<file path="src/rtl/sobel_pkg.sv">
// Shared types and sizing helpers for the Sobel pipeline.
package sobel_pkg;

  localparam int DATA_WIDTH = 8;
  localparam int ROWS       = 5;
  localparam int COLS       = 6;

  function automatic int cnt_w(input int n);
    return (n > 1) ? $clog2(n) : 1;
  endfunction

endpackage

</file>
<file path="src/rtl/sobel_line_delay.sv">
// One image row of storage: sync write, same-address
// combinational read so the old value is seen first.
module sobel_line_delay
  import sobel_pkg::*;
#(
  parameter int DEPTH = COLS,
  parameter int DW    = DATA_WIDTH,
  parameter int AW    = cnt_w(DEPTH)
) (
  input  logic          clk,
  input  logic          we_i,
  input  logic [AW-1:0] addr_i,
  input  logic [DW-1:0] wdata_i,
  output logic [DW-1:0] rdata_o
);

  logic [DW-1:0] mem_q [DEPTH];

  always_ff @(posedge clk) begin
    if (we_i) mem_q[addr_i] <= wdata_i;
  end

  assign rdata_o = mem_q[addr_i];

endmodule

</file>
<file path="src/rtl/sobel_line_buffer.sv">
// Raster stream to vertical column triples (rows r-2, r-1, r)
// using two row memories that shift one row per valid beat.
module sobel_line_buffer
  import sobel_pkg::*;
#(
  parameter int ROWS       = sobel_pkg::ROWS,
  parameter int COLS       = sobel_pkg::COLS,
  parameter int DATA_WIDTH = sobel_pkg::DATA_WIDTH
) (
  input  logic                  clk,
  input  logic                  rst,
  input  logic [DATA_WIDTH-1:0] data_i,
  input  logic                  done_i,
  output logic [DATA_WIDTH-1:0] d0_o,
  output logic [DATA_WIDTH-1:0] d1_o,
  output logic [DATA_WIDTH-1:0] d2_o,
  output logic                  done_o,
  output logic                  frame_done_o
);

  localparam int CW = cnt_w(COLS);
  localparam int RW = cnt_w(ROWS);

  logic [CW-1:0] col_q, col_d;
  logic [RW-1:0] row_q, row_d;
  logic          last_col, last_row, we;

  logic [DATA_WIDTH-1:0] a, b;
  logic [DATA_WIDTH-1:0] d0_q, d1_q, d2_q;
  logic                  done_q, fdone_q;

  assign last_col = (col_q == CW'(COLS-1));
  assign last_row = (row_q == RW'(ROWS-1));
  assign we       = done_i && !rst;

  always_comb begin
    col_d = col_q;
    row_d = row_q;
    if (done_i) begin
      if (last_col) begin
        col_d = '0;
        row_d = last_row ? '0 : row_q + RW'(1);
      end else begin
        col_d = col_q + CW'(1);
      end
    end
  end

  sobel_line_delay #(
    .DEPTH(COLS), .DW(DATA_WIDTH), .AW(CW)
  ) u_line0 (
    .clk(clk), .we_i(we), .addr_i(col_q),
    .wdata_i(b), .rdata_o(a)
  );

  sobel_line_delay #(
    .DEPTH(COLS), .DW(DATA_WIDTH), .AW(CW)
  ) u_line1 (
    .clk(clk), .we_i(we), .addr_i(col_q),
    .wdata_i(data_i), .rdata_o(b)
  );

  always_ff @(posedge clk) begin
    if (rst) begin
      col_q   <= '0;
      row_q   <= '0;
      d0_q    <= '0;
      d1_q    <= '0;
      d2_q    <= '0;
      done_q  <= 1'b0;
      fdone_q <= 1'b0;
    end else begin
      col_q   <= col_d;
      row_q   <= row_d;
      done_q  <= done_i && (row_q >= RW'(2));
      fdone_q <= done_i && last_row && last_col;
      // data regs hold across gaps so downstream sees stable values
      if (done_i) begin
        d0_q <= a;
        d1_q <= b;
        d2_q <= data_i;
      end
    end
  end

  assign d0_o         = d0_q;
  assign d1_o         = d1_q;
  assign d2_o         = d2_q;
  assign done_o       = done_q;
  assign frame_done_o = fdone_q;

endmodule

</file>
<file path="config.mk">
export PLATFORM = sky130hd
export DESIGN_NAME = sobel_line_buffer
export DESIGN_NICKNAME = d
export VERILOG_FILES = /design/src/rtl/sobel_pkg.sv /design/src/rtl/sobel_line_delay.sv /design/src/rtl/sobel_line_buffer.sv
export SDC_FILE = /design/constraint.sdc
export NUM_CORES = 1
export LEC_CHECK = 0
export ABC_AREA = 1
export BUFFER_PORTS_ARGS = -buffer_cell sky130_fd_sc_hd__buf_2
export CAP_MARGIN = 20
export CORE_MARGIN = 2
export CORE_UTILIZATION = 41
export DETAILED_ROUTE_END_ITERATION = 10
export GPL_TIMING_DRIVEN = 0
export PLACE_DENSITY = 0.7
export SYNTH_ARGS = -nofsm -noshare
export SYNTH_HDL_FRONTEND = slang
export SYNTH_SLANG_ARGS = --single-unit
</file>
<file path="constraint.sdc">
create_clock -name clk -period 3.4 [get_ports clk]
set_input_delay 0.85 -clock clk [delete_from_list [all_inputs] [get_ports clk]]
set_output_delay 0.85 -clock clk [all_outputs]
set_load 0.05 [all_outputs]
</file>
==> flow_summary.yaml, run 1 <==
outcome:
  outcome: "completed"
final_layout:
  layout-drive-gt1-share_pct: 20.4
  n_antenna_cell: 0
  areaGrowthSynthToFinish_pct: 21.5
  final_nets: 515
  layout_commonest_cell: "edfxtp_1"
  mostFrequentLayoutCells: "edfxtp_1, nor2_1, nand2_1, buf_2, dfxtp_1"
timing:
  fmax_mhz: 489
  drv_slew: 0
  setup_violations: 0
  setup_tns_ps: 0
  relSlewSlack_pct: 52.7
  grt_setup_unrepaired: "no"
  hold_viol: 0
  hold_ws_ps: 481
  tightest_slew_ps: 710
  fin_skew_ps: 5.36
  layout_min_cycle_time_ps: 2050
  min_period_over_period_pct: 60.2
logic_synthesis:
  yosys.area.top_type: "edfxtp_1"
  synth_flop_cell: "edfxtp_1"
  synth_edf_count: 96
  muxShareOfSynthArea_pct: 0
  synth_fa_ha_area_share_pct: 0.741
  synth_cells: 440
  yosys.area_share.xor_xnor_pct: 0
  ys_ff_latch: 131
  synth_top_family_by_area: "simple AND/OR/NAND/NOR gates"
  ys_top_cells_by_area: "edfxtp_1, dfxtp_1, nor2_1"
  post_synth.cell_area_avg_um2: 11.5
  yosys.area_share.simple_pct: 17.0
  yosysTopAreaCellShare_pct: 56.9
  synth-warning-count: 0
  syn_area_um2: 5070
  synth.yosys.seq_area_share_pct: 70.7
  syn-num-nets: 454
  ys_async_sr_fraction_pct: 0
  synthDistinctLibCells: 30
  synth-compound-area-share_pct: 7.70
critical_path:
  critPathArrivalTime_ps: 2160
  cp-start-kind: "flip-flop"
  crit_fanout: 11
  crit_type: "reg -> reg"
  cp.required_ps: 3520
  worstSetupEndpointType: "flip-flop"
clock_network:
  ctsHtreeMaxLevel: 4
  postCtsHoldBufs: 0
  cts_root_buf: "clkbuf_16"
  cts_buffer_depth: 2
  cts.clk_slew.worst_paths_ps: 50
  clk_latency_ps: 410
  cts_tree: "done"
  post_cts_buffers: 0
  cts_buffers: 17
  clock-sinks: 131
  ctsResizeCount: 0
min_path:
  hold_class: "reg -> reg"
global_route:
  grt_pass1_vias: 3198
  antenna_found_initial: 0
  grt_use_total_pct: 18.3
  grt_pass1_wl_um: 17500
  grt_max_degree: 17
  overflow: 0
floorplan:
  die_height_um: 115
  die_width_um: 115
  rows: 40
  io_pins: 37
  core_um2: 12100
  initial_utilization_pct: 42.0
  dieArea_um2: 13300
placement:
  numPortBuffers: 36
  hpwl_um: 7350
  globalplace.congestion: 0.767
pwr:
  switching_power_mw: 0.932
  p_leak_nw: 2.40
  internal_power_mw: 3.05
  sw_frac_of_total_pct: 23.4
  pwr_density_cell_nw_per_um2: 646
  peakVddDrop_uv: 349
  clkPwrFrac_pct: 46.1
  p_seq_share_pct: 45.2
  comb_power_share_pct: 8.7
drt:
  route.detailed.drc: 0
  firstDrtPassIters: 4
  routedWlPerCell_um: 16.5
  vias: 3338
  wirelength_um: 11300
  ant_nets: 0
  viasPerCell: 4.89
  drt-initial-drc-count: 247
flow_run:
  cap_violations: 0
[layer usage]
layer	vias up	track usage, %	share of wire, %
met1	1558	22.1	40
met4	0	5.70	2.0
met5	-	0	0
li1	1646	-	-
met3	17	5.38	6.7
met2	117	31.7	51
[synthesized netlist by cell type (2+ instances only)]
cell type	n
ha_1	3
o21ai_0	13
edfxtp_1	96
nand2_1	68
nor2_1	76
o21ai_1	27
nor2_4	2
or2_0	8
or2_1	3
dfxtp_1	35
nand3_1	33
inv_1	14
buf_4	5
nor3_1	2
buf_2	5
inv_2	9
o21a_1	5
o211ai_1	14
a21oi_1	3
clkbuf_1	9
[critical path, stage by stage (launching register included)]
cell      delay (ps)
dfxtp_1          320
inv_2             90
clkbuf_1         450
nand2_1          240
nor2_2           420
buf_8            220
[state kept, by name (all words and copies together), names as in the netlist, named ones only]
| signal | flops |
|---|---|
| u_line0.mem_q | 48 |
| d1_o | 8 |
| d2_o | 8 |
| done_o | 1 |
| frame_done_o | 1 |
| d0_o | 8 |
| col_q | 3 |
| u_line1.mem_q | 48 |
| row_q | 3 |
[power by group through the flow]
stage	sequential (mW)	combinational, mW	clock (mW)
after floorplan	1.91	0.156	0
after global placement	1.83	0.335	0
after detailed placement	1.83	0.349	0
after CTS	1.80	0.352	1.85
after global routing	1.80	0.382	1.92
final	1.80	0.348	1.83
[final cells by class]
cell class,count,area [um2]
fillers,1026,5900
clock inverters,11,134
multi-input cells,266,1310
well taps,168,210
repair buffers,42,270
flip-flops and latches,131,3580
clock buffers,21,460
plain buffers,20,108
inverters,23,86.3
[kinds of logic after synthesis]
logic type / after synthesis
adders and majority gates: 3
DFF: 131
AOI/OAI and AO/OA: 66
and+or+nand+nor: 197
buffers and inverters: 43
[worst paths after layout]
path / start / endpoint / slack, ps / cells past startpoint
worst max-delay path: col_q[0] / u_line1.mem_q[4][7] / 1350 / 5
worst min-delay path: d2_o[1] / d2_o[1] / 480 / 2
worst max register to register: col_q[0] / u_line1.mem_q[4][7] / 1350 / 5
worst min register to register: d2_o[1] / d2_o[1] / 480 / 2
[stage by stage]
step           util [%]  power, mW  std cells  setup slack, ps  cell area, um2
3_3_place_gp       45.2       2.17        644              315            5460
4_1_cts            51.0       4.00        682             1320            6160
6_report           51.0       3.98        682             1350            6160
2_1_floorplan         -       2.07        440             1180            5070
5_1_grt            51.0       4.11        682             1220            6160
3_5_place_dp       46.1       2.18        650             1100            5560
Note: power is estimated with default switching activity, not from simulation.
==> inputs of run 2 (changes only) <==
--- a/config.mk
+++ b/config.mk
@@ -12,7 +12,7 @@
 export CORE_UTILIZATION = 41
 export DETAILED_ROUTE_END_ITERATION = 10
 export GPL_TIMING_DRIVEN = 0
-export PLACE_DENSITY = 0.7
+export PLACE_DENSITY = 0.72
 export SYNTH_ARGS = -nofsm -noshare
 export SYNTH_HDL_FRONTEND = slang
 export SYNTH_SLANG_ARGS = --single-unit
==> constraint.sdc (replaced) <==
create_clock -name clk -period 1.7 [get_ports clk]
set_input_delay 0.425 -clock clk [delete_from_list [all_inputs] [get_ports clk]]
set_output_delay 0.425 -clock clk [all_outputs]
set_load 0.05 [all_outputs]
==> flow_summary.yaml, run 2 (synthesis gave the netlist of run 1 again) <==
critical_path:
  cp_top_family: "simple AND/OR/NAND/NOR gates"
  path_cells: "nor2_4 > inv_1 > nor2_4 > buf_8"
  slowest_delay_ps: 380
  worstSetupEndpointType: "flip-flop"
  critPathArrivalTime_ps: 1730
  r2r_start: "col_q[2]"
  crit_start: "col_q[2]"
  crit_fanout: 11
  cp-start-kind: "flip-flop"
  cp.required_ps: 1820
  cp_slowest_cell: "dfxtp_1"
  crit_type: "reg -> reg"
  crit_top_cell: "nor2_4"
  crit_buf_inv: 2
final_layout:
  layout-drive-gt1-share_pct: 21.0
  final_cells: 682
  top_regs: "u_line0.mem_q x48, u_line1.mem_q x48"
  final_nets: 515
  fin_area_um2: 6220
  areaGrowthSynthToFinish_pct: 22.7
  n_antenna_cell: 0
  mostFrequentLayoutCells: "edfxtp_1, nor2_1, nand2_1, buf_2, dfxtp_1"
  layout_commonest_cell: "edfxtp_1"
global_route:
  antenna_found_initial: 0
  overflow: 0
  grt_pass1_wl_um: 17600
  grt_pass1_vias: 3320
  grt_use_total_pct: 18.3
  grt_max_degree: 17
min_path:
  hold_class: "in -> reg"
  worstHoldStart: "data_i[1]"
floorplan:
  rows: 40
  dieArea_um2: 13300
  initial_utilization_pct: 42.0
  core_um2: 12100
  io_pins: 37
  die_width_um: 115
  die_height_um: 115
drt:
  vias: 3427
  route.detailed.drc: 0
  drt-initial-drc-count: 238
  ant_nets: 0
  viasPerCell: 5.02
  firstDrtPassIters: 4
  wirelength_um: 11300
  routedWlPerCell_um: 16.5
clock_network:
  cts_buffer_depth: 2
  cts_tree: "done"
  cts_buffers: 17
  ctsHtreeMaxLevel: 4
  cts.clk_slew.worst_paths_ps: 50
  cts_root_buf: "clkbuf_16"
  clk_latency_ps: 410
  clock-sinks: 131
placement:
  globalplace.congestion: 0.785
  place_area_um2: 5520
  numPortBuffers: 36
  hpwl_um: 7210
  placed_cells: 647
timing:
  drv_slew: 0
  hold_ws_ps: 289
  layout_min_cycle_time_ps: 1620
  fin_skew_ps: 7.38
  hold_viol: 0
  relSlewSlack_pct: 48.3
  tightest_slew_ps: 776
  fmax_mhz: 619
  grt_setup_unrepaired: "no"
  min_period_over_period_pct: 95.0
  setup_violations: 0
pwr:
  peakVddDrop_uv: 741
  pwr_density_cell_nw_per_um2: 1280
  p_leak_nw: 2.42
outcome:
  outcome: "completed"
flow_run:
  cap_violations: 0
run 2: cell count changes in the layout (fill, tap and decap cells not counted), sizes merged:
cell / previous run / this run
buf: 53 / 55
clkinv: 6 / 4
clkbuf: 30 / 29
clkinvlp: 2 / 3
run 2: stage by stage:
stage	setup slack, ps	total power [mW]	utilization, %	setup TNS, ps
global placement	-960	4.33	45.3	-65080
detailed placement	-467	4.36	45.7	-30670
global route	45.9	8.25	51.5	0
CTS	0.923	8.01	51.5	0
floorplan	-167	4.14	-	-8020
finish	84.6	7.97	51.5	0
run 2: layout make-up:
type	count	area, um2
timing repair buffer	44	300
multi-input combinational	266	1330
tap	168	210
inverter	23	86.3
clock inverter	10	133
buffer	18	100
fill	1000	5840
sequential	131	3580
clock buffer	22	474
run 2: final timing paths:
path / slack (ps) / to / cells past startpoint
worst max-delay path: 80 / u_line1.mem_q[0][6] / 4
worst min-delay path: 290 / u_line1.mem_q[1][1] / 1
worst max register to register: 80 / u_line1.mem_q[0][6] / 4
worst min register to register: 480 / d2_o[1] / 2
run 2: power by group:
part           total, mW  internal [mW]  switching, mW
sequential          3.61           3.56         0.0443
clock               3.67           2.41           1.26
combinational      0.696          0.174          0.522
total               7.97           6.15           1.83
run 2: repair_timing:
item	in CTS	in global routing
hold buffers	0	0
pin swaps	3	0
buffers inserted	5	0
endpoints found under the setup margin	97	28
gates resized for setup	3	2
run 2: per-layer routing:
layer / part of all wire [%] / vias to the layer above / global-route usage (%)
met3: 6.9 / 29 / 4.80
met2: 51 / 136 / 30.9
met1: 40 / 1625 / 21.7
met5: 0 / - / 0
met4: 3.0 / 0 / 9.40
li1: - / 1637 / -
